--- src/rtl/pipe_hazard_ctrl.sv ---
// Stall/clear controller for an N-stage in-order pipeline: stall priority, control-flow shadow FSM,
// stall watchdog, and optional performance counters (enabled by defining PIPE_HAZARD_PERF_EN).
module pipe_hazard_ctrl #(
    parameter int NUM_STAGES    = 5,
    parameter int RESOLVE_DEPTH = 3,
    parameter int TIMEOUT       = 255,
    parameter int CNT_W         = 16
) (
    input  logic                  clk,
    input  logic                  reset_n,
    input  logic [NUM_STAGES-1:0] stage_stall_req,
    input  logic                  cf_dec,
    input  logic                  redirect,
    input  logic                  redirect_flush,
`ifdef PIPE_HAZARD_PERF_EN
    input  logic                  perf_clr,
    output logic [CNT_W-1:0]      perf_stall_cycles,
    output logic [CNT_W-1:0]      perf_flushes,
`endif
    output logic                  stall_pc,
    output logic [NUM_STAGES-2:0] stall_reg,
    output logic [NUM_STAGES-2:0] clear_reg,
    output logic                  shadow,
    output logic                  timeout_err
);

    localparam int NR   = NUM_STAGES - 1;
    localparam int SH_W = $clog2(RESOLVE_DEPTH + 1);
    localparam int WD_W = (TIMEOUT > 0) ? $clog2(TIMEOUT + 1) : 1;

    localparam logic ST_RUN    = 1'b0;
    localparam logic ST_SHADOW = 1'b1;

    // Registers 0..RESOLVE_DEPTH-1 hold the instructions younger than the resolving one.
    localparam logic [NR-1:0] FLUSH_MASK = {NR{1'b1}} >> (NR - RESOLVE_DEPTH);

    logic            stalled;
    logic [NR-1:0]   rule_stall;
    logic [NR-1:0]   rule_clr;
    logic [NR-1:0]   fsm_clr;

    logic            state_reg;
    logic            state_next;
    logic [SH_W-1:0] sh_cnt_reg;
    logic [SH_W-1:0] sh_cnt_next;

    assign stalled = |stage_stall_req;

    // Register k is held when any older stage (index > k) is stuck; the highest
    // stuck stage below WB gets a bubble so its result is not duplicated downstream.
    genvar gi;
    generate
        for (gi = 0; gi < NR; gi++) begin : g_rule
            assign rule_stall[gi] = |stage_stall_req[NUM_STAGES-1:gi+1];
            assign rule_clr[gi]   = stage_stall_req[gi] & ~rule_stall[gi];
        end
    endgenerate

    always_comb begin
        state_next  = state_reg;
        sh_cnt_next = sh_cnt_reg;
        fsm_clr     = '0;
        if (!stalled) begin
            case (state_reg)
                ST_RUN: begin
                    if (redirect && redirect_flush) begin
                        fsm_clr = FLUSH_MASK;
                    end else if (cf_dec) begin
                        fsm_clr[0]  = 1'b1;
                        state_next  = ST_SHADOW;
                        sh_cnt_next = SH_W'(RESOLVE_DEPTH);
                    end
                end
                ST_SHADOW: begin
                    fsm_clr[0] = 1'b1;
                    if (redirect || (sh_cnt_reg <= SH_W'(1))) begin
                        state_next  = ST_RUN;
                        sh_cnt_next = '0;
                    end else begin
                        sh_cnt_next = sh_cnt_reg - SH_W'(1);
                    end
                end
                default: begin
                    state_next  = ST_RUN;
                    sh_cnt_next = '0;
                end
            endcase
        end
    end

    always_ff @(posedge clk) begin
        if (!reset_n) begin
            state_reg  <= ST_RUN;
            sh_cnt_reg <= '0;
        end else begin
            state_reg  <= state_next;
            sh_cnt_reg <= sh_cnt_next;
        end
    end

    always_comb begin
        stall_pc  = 1'b0;
        stall_reg = '0;
        clear_reg = '0;
        if (reset_n) begin
            if (stalled) begin
                stall_pc  = 1'b1;
                stall_reg = rule_stall;
                clear_reg = rule_clr;
            end else begin
                clear_reg = fsm_clr;
            end
        end
    end

    assign shadow = (state_reg == ST_SHADOW);

    generate
        if (TIMEOUT > 0) begin : g_wd
            logic [WD_W-1:0] wd_cnt_reg;
            logic            wd_err_reg;

            always_ff @(posedge clk) begin
                if (!reset_n) begin
                    wd_cnt_reg <= '0;
                    wd_err_reg <= 1'b0;
                end else if (stalled) begin
                    if (wd_cnt_reg != WD_W'(TIMEOUT)) begin
                        wd_cnt_reg <= wd_cnt_reg + WD_W'(1);
                    end
                    if (wd_cnt_reg >= WD_W'(TIMEOUT - 1)) begin
                        wd_err_reg <= 1'b1;
                    end
                end else begin
                    wd_cnt_reg <= '0;
                end
            end

            assign timeout_err = wd_err_reg;
        end else begin : g_no_wd
            assign timeout_err = 1'b0;
        end
    endgenerate

`ifdef PIPE_HAZARD_PERF_EN
    logic             flush_evt;
    logic [CNT_W-1:0] perf_stall_reg;
    logic [CNT_W-1:0] perf_flush_reg;

    assign flush_evt = !stalled && (state_reg == ST_RUN) && (cf_dec || (redirect && redirect_flush));

    always_ff @(posedge clk) begin
        if (!reset_n || perf_clr) begin
            perf_stall_reg <= '0;
            perf_flush_reg <= '0;
        end else begin
            if (stalled && !(&perf_stall_reg)) begin
                perf_stall_reg <= perf_stall_reg + CNT_W'(1);
            end
            if (flush_evt && !(&perf_flush_reg)) begin
                perf_flush_reg <= perf_flush_reg + CNT_W'(1);
            end
        end
    end

    assign perf_stall_cycles = perf_stall_reg;
    assign perf_flushes      = perf_flush_reg;
`endif

endmodule

--- config.mk ---
export PLATFORM = sky130hd
export DESIGN_NAME = pipe_hazard_ctrl
export DESIGN_NICKNAME = d
export VERILOG_FILES = /design/src/rtl/pipe_hazard_ctrl.sv
export SDC_FILE = /design/constraint.sdc
export NUM_CORES = 1
export LEC_CHECK = 0
export CAP_MARGIN = 20
export CORE_MARGIN = 2
export CORE_UTILIZATION = 53
export CTS_CLUSTER_DIAMETER = 60
export DETAILED_ROUTE_END_ITERATION = 8
export DONT_BUFFER_PORTS = 1
export PLACE_DENSITY = 0.68
export RECOVER_POWER = 100
export SYNTH_ARGS = -nofsm -noshare
export SYNTH_HDL_FRONTEND = slang
export SYNTH_SLANG_ARGS = --single-unit
--- constraint.sdc ---
create_clock -name clk -period 1.3 [get_ports clk]
set_input_delay 0.26 -clock clk [delete_from_list [all_inputs] [get_ports clk]]
set_output_delay 0.26 -clock clk [all_outputs]
set_load 0.005 [all_outputs]
-- After elaboration in Yosys (flattened, before gate mapping)
Cells that the tools add are included.
- register bits: 12
- input bits: 10
- output and inout bits: 11
- logic and storage cells: 48
- add/subtract/negate cells: 2
- order comparisons: 2
- equality and inequality tests: 3
- mux-type cells: 18
- bitwise operators: 10
- reductions and logical operators: 9
- operators by type and width (kind ; number):
    4-bit two-way mux ; 4
    8-bit by 1-bit adder with 8-bit output, second input constant ; 1
    8-bit greater-or-equal comparator, second input constant ; 1
    2-bit two-way mux ; 4
    8-bit inequality test, second input constant ; 1
    1-bit two-way mux ; 6
    1-bit inverter ; 6
    5-bit OR reduction ; 1
    1-bit AND ; 4
    2-bit inequality test, second input constant ; 2
    1-bit one-hot mux with 2 select lines ; 2
    2-bit one-hot mux with 2 select lines ; 1
    2-bit AND reduction ; 2
    4-bit OR reduction ; 1
    3-bit two-way mux ; 1
    3-bit AND reduction ; 1
    3-bit OR reduction ; 1
    2-bit by 1-bit less-or-equal comparator with 1-bit output, second input constant ; 1
    2-bit OR reduction ; 1
    2-bit by 1-bit subtractor with 2-bit output, second input constant ; 1
    1-bit logical AND ; 1
    1-bit logical OR ; 1

-- Depth between registers and ports, before layout
- word-level depth: 5
- gate-level depth with buffers: 5
- depth with buffers taken out: 5

-- Worst setup path before layout
Ideal clock, no wire load.
- path kind: reg2out
- from: register state_reg, in the netlist shadow
- to: output port clear_reg[2]
- arrival time: 1158 ps
- required time: 1040 ps
- setup slack: -118 ps
- stages on the path, launching flop included: 4
- path buffers: 1
- path through: dfxtp_1 clkbuf_1 or4_1 a21oi_1
- longest elaborated chain between the ends: 3
- ends and longest elaborated chain (item ; line ; RTL):
    from (decl) ; 42 ; logic state_reg;
    from (signal assigned) ; 96 ; state_reg <= state_next;
    3-bit two-way mux ; 64 ; case (state_reg)
    4-bit two-way mux ; 106 ; if (stalled) begin
    4-bit two-way mux ; 105 ; if (reset_n) begin
    to (decl) ; 22 ; output logic [NUM_STAGES-2:0] clear_reg,
No other way between the ends.

-- Worst setup path in the final report
Same ends and word-level chain as after synthesis.

==> impl_summary.log <==
INFO  metric grt_setup_unrepaired = true
INFO  metric clock-root-buffer = sky130_fd_sc_hd__clkbuf_4
INFO  metric met1_length = approximately 800 um
INFO  metric synthesis.yosys.warnings = 0
INFO  metric floorplan.rows = 13
INFO  metric die_height = between 40 and 50 um
INFO  metric wl_met3 = 98 um
INFO  metric postPlaceCellArea = just over 800 sq um
INFO  metric register_area_share_after_synthesis = about a third
INFO  metric post-cts-setup-buffers = 0
INFO  metric route.met2.wl = around 610 um
INFO  metric finalPower = 0.697 mW
INFO  metric final_cells = 110
INFO  metric min_path_type = input pin to register
INFO  metric max_stage_delay_cell_worst_path = sky130_fd_sc_hd__or4_4
INFO  metric synth_flop_cell = sky130_fd_sc_hd__dfxtp_1
INFO  metric relSlewSlack = between 70% and 80%
INFO  metric async_flop_share = 0%
INFO  metric synthCells = 87
INFO  metric hold_viol_final = 0
INFO  metric synth.ff_latch_count = 12
INFO  metric clock-skew-final = roughly 0.0059 ns
INFO  metric core = 1280 sq um
INFO  metric overall_global_routing_usage = around a fifth
INFO  metric synth.top_cells.by_count = sky130_fd_sc_hd__dfxtp_1, sky130_fd_sc_hd__nor3_1, sky130_fd_sc_hd__inv_1, sky130_fd_sc_hd__nand2_1, sky130_fd_sc_hd__nor2_1
INFO  metric cts_made_buffers = 3
INFO  metric iteration_0_drc_markers = 4
INFO  metric netlist_top_cells_area = sky130_fd_sc_hd__dfxtp_1, sky130_fd_sc_hd__nor3_1, sky130_fd_sc_hd__ha_1
INFO  metric routabilityCongestion = slightly above 0.8
INFO  metric via_count_of_the_first_global_routing_pass = between 500 and 600
INFO  metric syn-num-nets = 100
INFO  metric hpwl = ~1100 um
INFO  metric die_x = 40.9 um
INFO  metric tightest_slew = around 0.43 ns
INFO  metric maximum_number_of_pins_on_one_net_before_global_route_repair = 10
INFO  metric run_status = finished, violations left
INFO  metric fillerInstances = roughly 110
INFO  metric finalCritPeriodShare = 114%
INFO  metric report.final.setup_viol = 2
INFO  metric vdd.ir_drop.worst = 0.000543 V
INFO  metric hold_buffers = 0
INFO  metric htreeDepth = 1
INFO  metric dp_slack = -0.0129 ns
INFO  metric crit_path_buffers_inverters = 0
INFO  metric finalCriticalPeriod = roughly 1.5 ns
INFO  metric synth-edff-count = 0
INFO  metric leakage = approximately 0.29 nW
INFO  metric grt_remaining_overflow = 0
INFO  metric antenna_found_initial = 0
INFO  metric grt_first_pass_wirelength = 2300 um
INFO  metric timing.hold.ws = roughly 0.11 ns
INFO  metric final_cell_area = approximately 860 sq um
INFO  metric endpoint_kind = output pin
INFO  metric cp.arrival = between 1 and 1.5 ns
INFO  metric count_of_nets_left_with_antenna_violations_after_detail_routing = 0
INFO  metric top_layer = met4
INFO  metric clk_pin_slew_worst_paths = ~0.06 ns
INFO  metric cts.path.max_buffers = 2
INFO  metric chain_of_cells_forming_the_critical_path = or4_4 -> a21oi_2
INFO  metric first_pass_iters = 4
INFO  metric regToRegSetupSlack = ~0.030 ns
INFO  metric clock_tree_from_tritoncts = built
INFO  metric final.setup.worst_slack = -0.181 ns
INFO  metric power_per_cell_area = 813 nW/um^2
INFO  metric num_vias = 673
INFO  metric design.final.nets = 110
INFO  metric dp.cells = 107
INFO  metric synth_top_cell_area_share = between 30 and 40%
INFO  metric post-synth-top-count-cell = sky130_fd_sc_hd__dfxtp_1
INFO  metric numPortBuffers = 0
INFO  metric cts_num_sinks = 12
INFO  metric totalNegativeSetupSlack = -0.183 ns
INFO  metric post_route_cells_drive_above_1_share = roughly a quarter
INFO  metric crit_type = register to output pin
INFO  metric path_max_fanout = 4
INFO  metric wl = around 1500 um
INFO  metric vias_per_std_cell = about 6.1
INFO  metric syn_avg_cell_area = between 8 and 9 sq um
INFO  metric n_antenna_cell = 0
INFO  metric kind_of_start_point_of_the_critical_path = register
INFO  metric critical-path-top-delay-family = simple AND/OR/NAND/NOR gates
INFO  metric critical-path-max-stage-delay = roughly 0.48 ns
INFO  metric synth_top_cell_by_area = sky130_fd_sc_hd__dfxtp_1
INFO  metric insertion_delay = between 0.2 and 0.3 ns
INFO  metric areaGrowthSynthToFinish = 18.7%
INFO  metric initial_utilization = between 50% and 60%
INFO  metric max-cap-violations = 0
INFO  metric post_synthesis_instance_area = ~720 sq um
INFO  metric design.die.area = 1680 sq um
INFO  metric largest_register_ffs = 8
INFO  metric detail_route.drc_violations = 0
INFO  metric detail_route.wl_per_cell = around 14 um
INFO  metric synth_cell_type_count = 36
INFO  metric final_core_utilization = about two thirds
INFO  metric worst_ep_required_time = between 1 and 1.5 ns
INFO  metric report.final.slew_viol_count = 0
INFO  metric violations_in_the_final_reports = setup timing
INFO  metric io_pins = 21
INFO  metric timing.fmax = just under 0.7 GHz
[final cells by class]
class / instances / area [sq um] / area share [%]
flip-flops and latches: 12 / 244 / 28.4
inverters: 6 / 22.5 / 2.62
multi-input cells: 66 / 478 / 55.7
clock buffers: 3 / 22.5 / 2.62
well taps: 15 / 18.8 / 2.19
repair buffers: 8 / 72.6 / 8.45
[worst reg2reg max path, delay by kind of cell, from the launching register on]
kind                     cells  cell delay [ns]
adder cells (fa/ha/maj)      1             0.18
buffers and inverters        1             0.13
flip-flops                   1             0.34
AND/OR/NAND/NOR              3             0.52
[cells by family after synthesis]
group	Yosys count	synth area share (%)
AO/OA/AOI/OAI	25	26.0
XOR/XNOR	2	2.42
flip-flops	12	33.2
buffers and inverters	9	4.67
adder cells (fa/ha/maj)	3	5.19
AND/OR/NAND/NOR	36	28.5
[power by group]
| group | total [mW] | internal [mW] | switching (mW) |
|---|---|---|---|
| clock network | 0.216 | 0.107 | 0.109 |
| logic | 0.0964 | 0.0472 | 0.0492 |
| registers | 0.385 | 0.377 | 0.00733 |
| total | 0.697 | 0.532 | 0.166 |
[final timing paths]
path,start,to,cells after the start
worst min register to register,timeout_err$_SDFFE_PN0P_,timeout_err$_SDFFE_PN0P_,2
worst min-delay path,reset_n,timeout_err$_SDFFE_PN0P_,2
worst max register to register,g_wd.wd_cnt_reg[0]$_SDFFE_PN0P_,g_wd.wd_cnt_reg[0]$_SDFFE_PN0P_,5
worst max-delay path,shadow$_SDFFE_PN0N_,clear_reg[2],2
[repair_timing]
action,in CTS,in global routing
gates cloned,0,0
gates resized for setup,4,10
pin swaps,3,5
setup endpoints to repair,3,11
[placed cells by master (no fill, tap or decap), types with 3 or more instances in the layout]
master / instances
sky130_fd_sc_hd__a31oi_1: 3
sky130_fd_sc_hd__dfxtp_1: 9
sky130_fd_sc_hd__a21oi_1: 4
sky130_fd_sc_hd__clkbuf_4: 3
sky130_fd_sc_hd__nor2_1: 6
sky130_fd_sc_hd__buf_4: 7
sky130_fd_sc_hd__ha_1: 3
sky130_fd_sc_hd__dfxtp_2: 3
sky130_fd_sc_hd__a311oi_1: 3
sky130_fd_sc_hd__inv_1: 5
sky130_fd_sc_hd__nand2_1: 6
sky130_fd_sc_hd__nor3_1: 6
[metal layers]
metal	up-vias	GRT usage (%)
li1	354	-
met5	-	0
met4	0	7.50
met3	2	5.98
met1	298	32.7
met2	19	26.2
(Power assumes the default switching activity.)
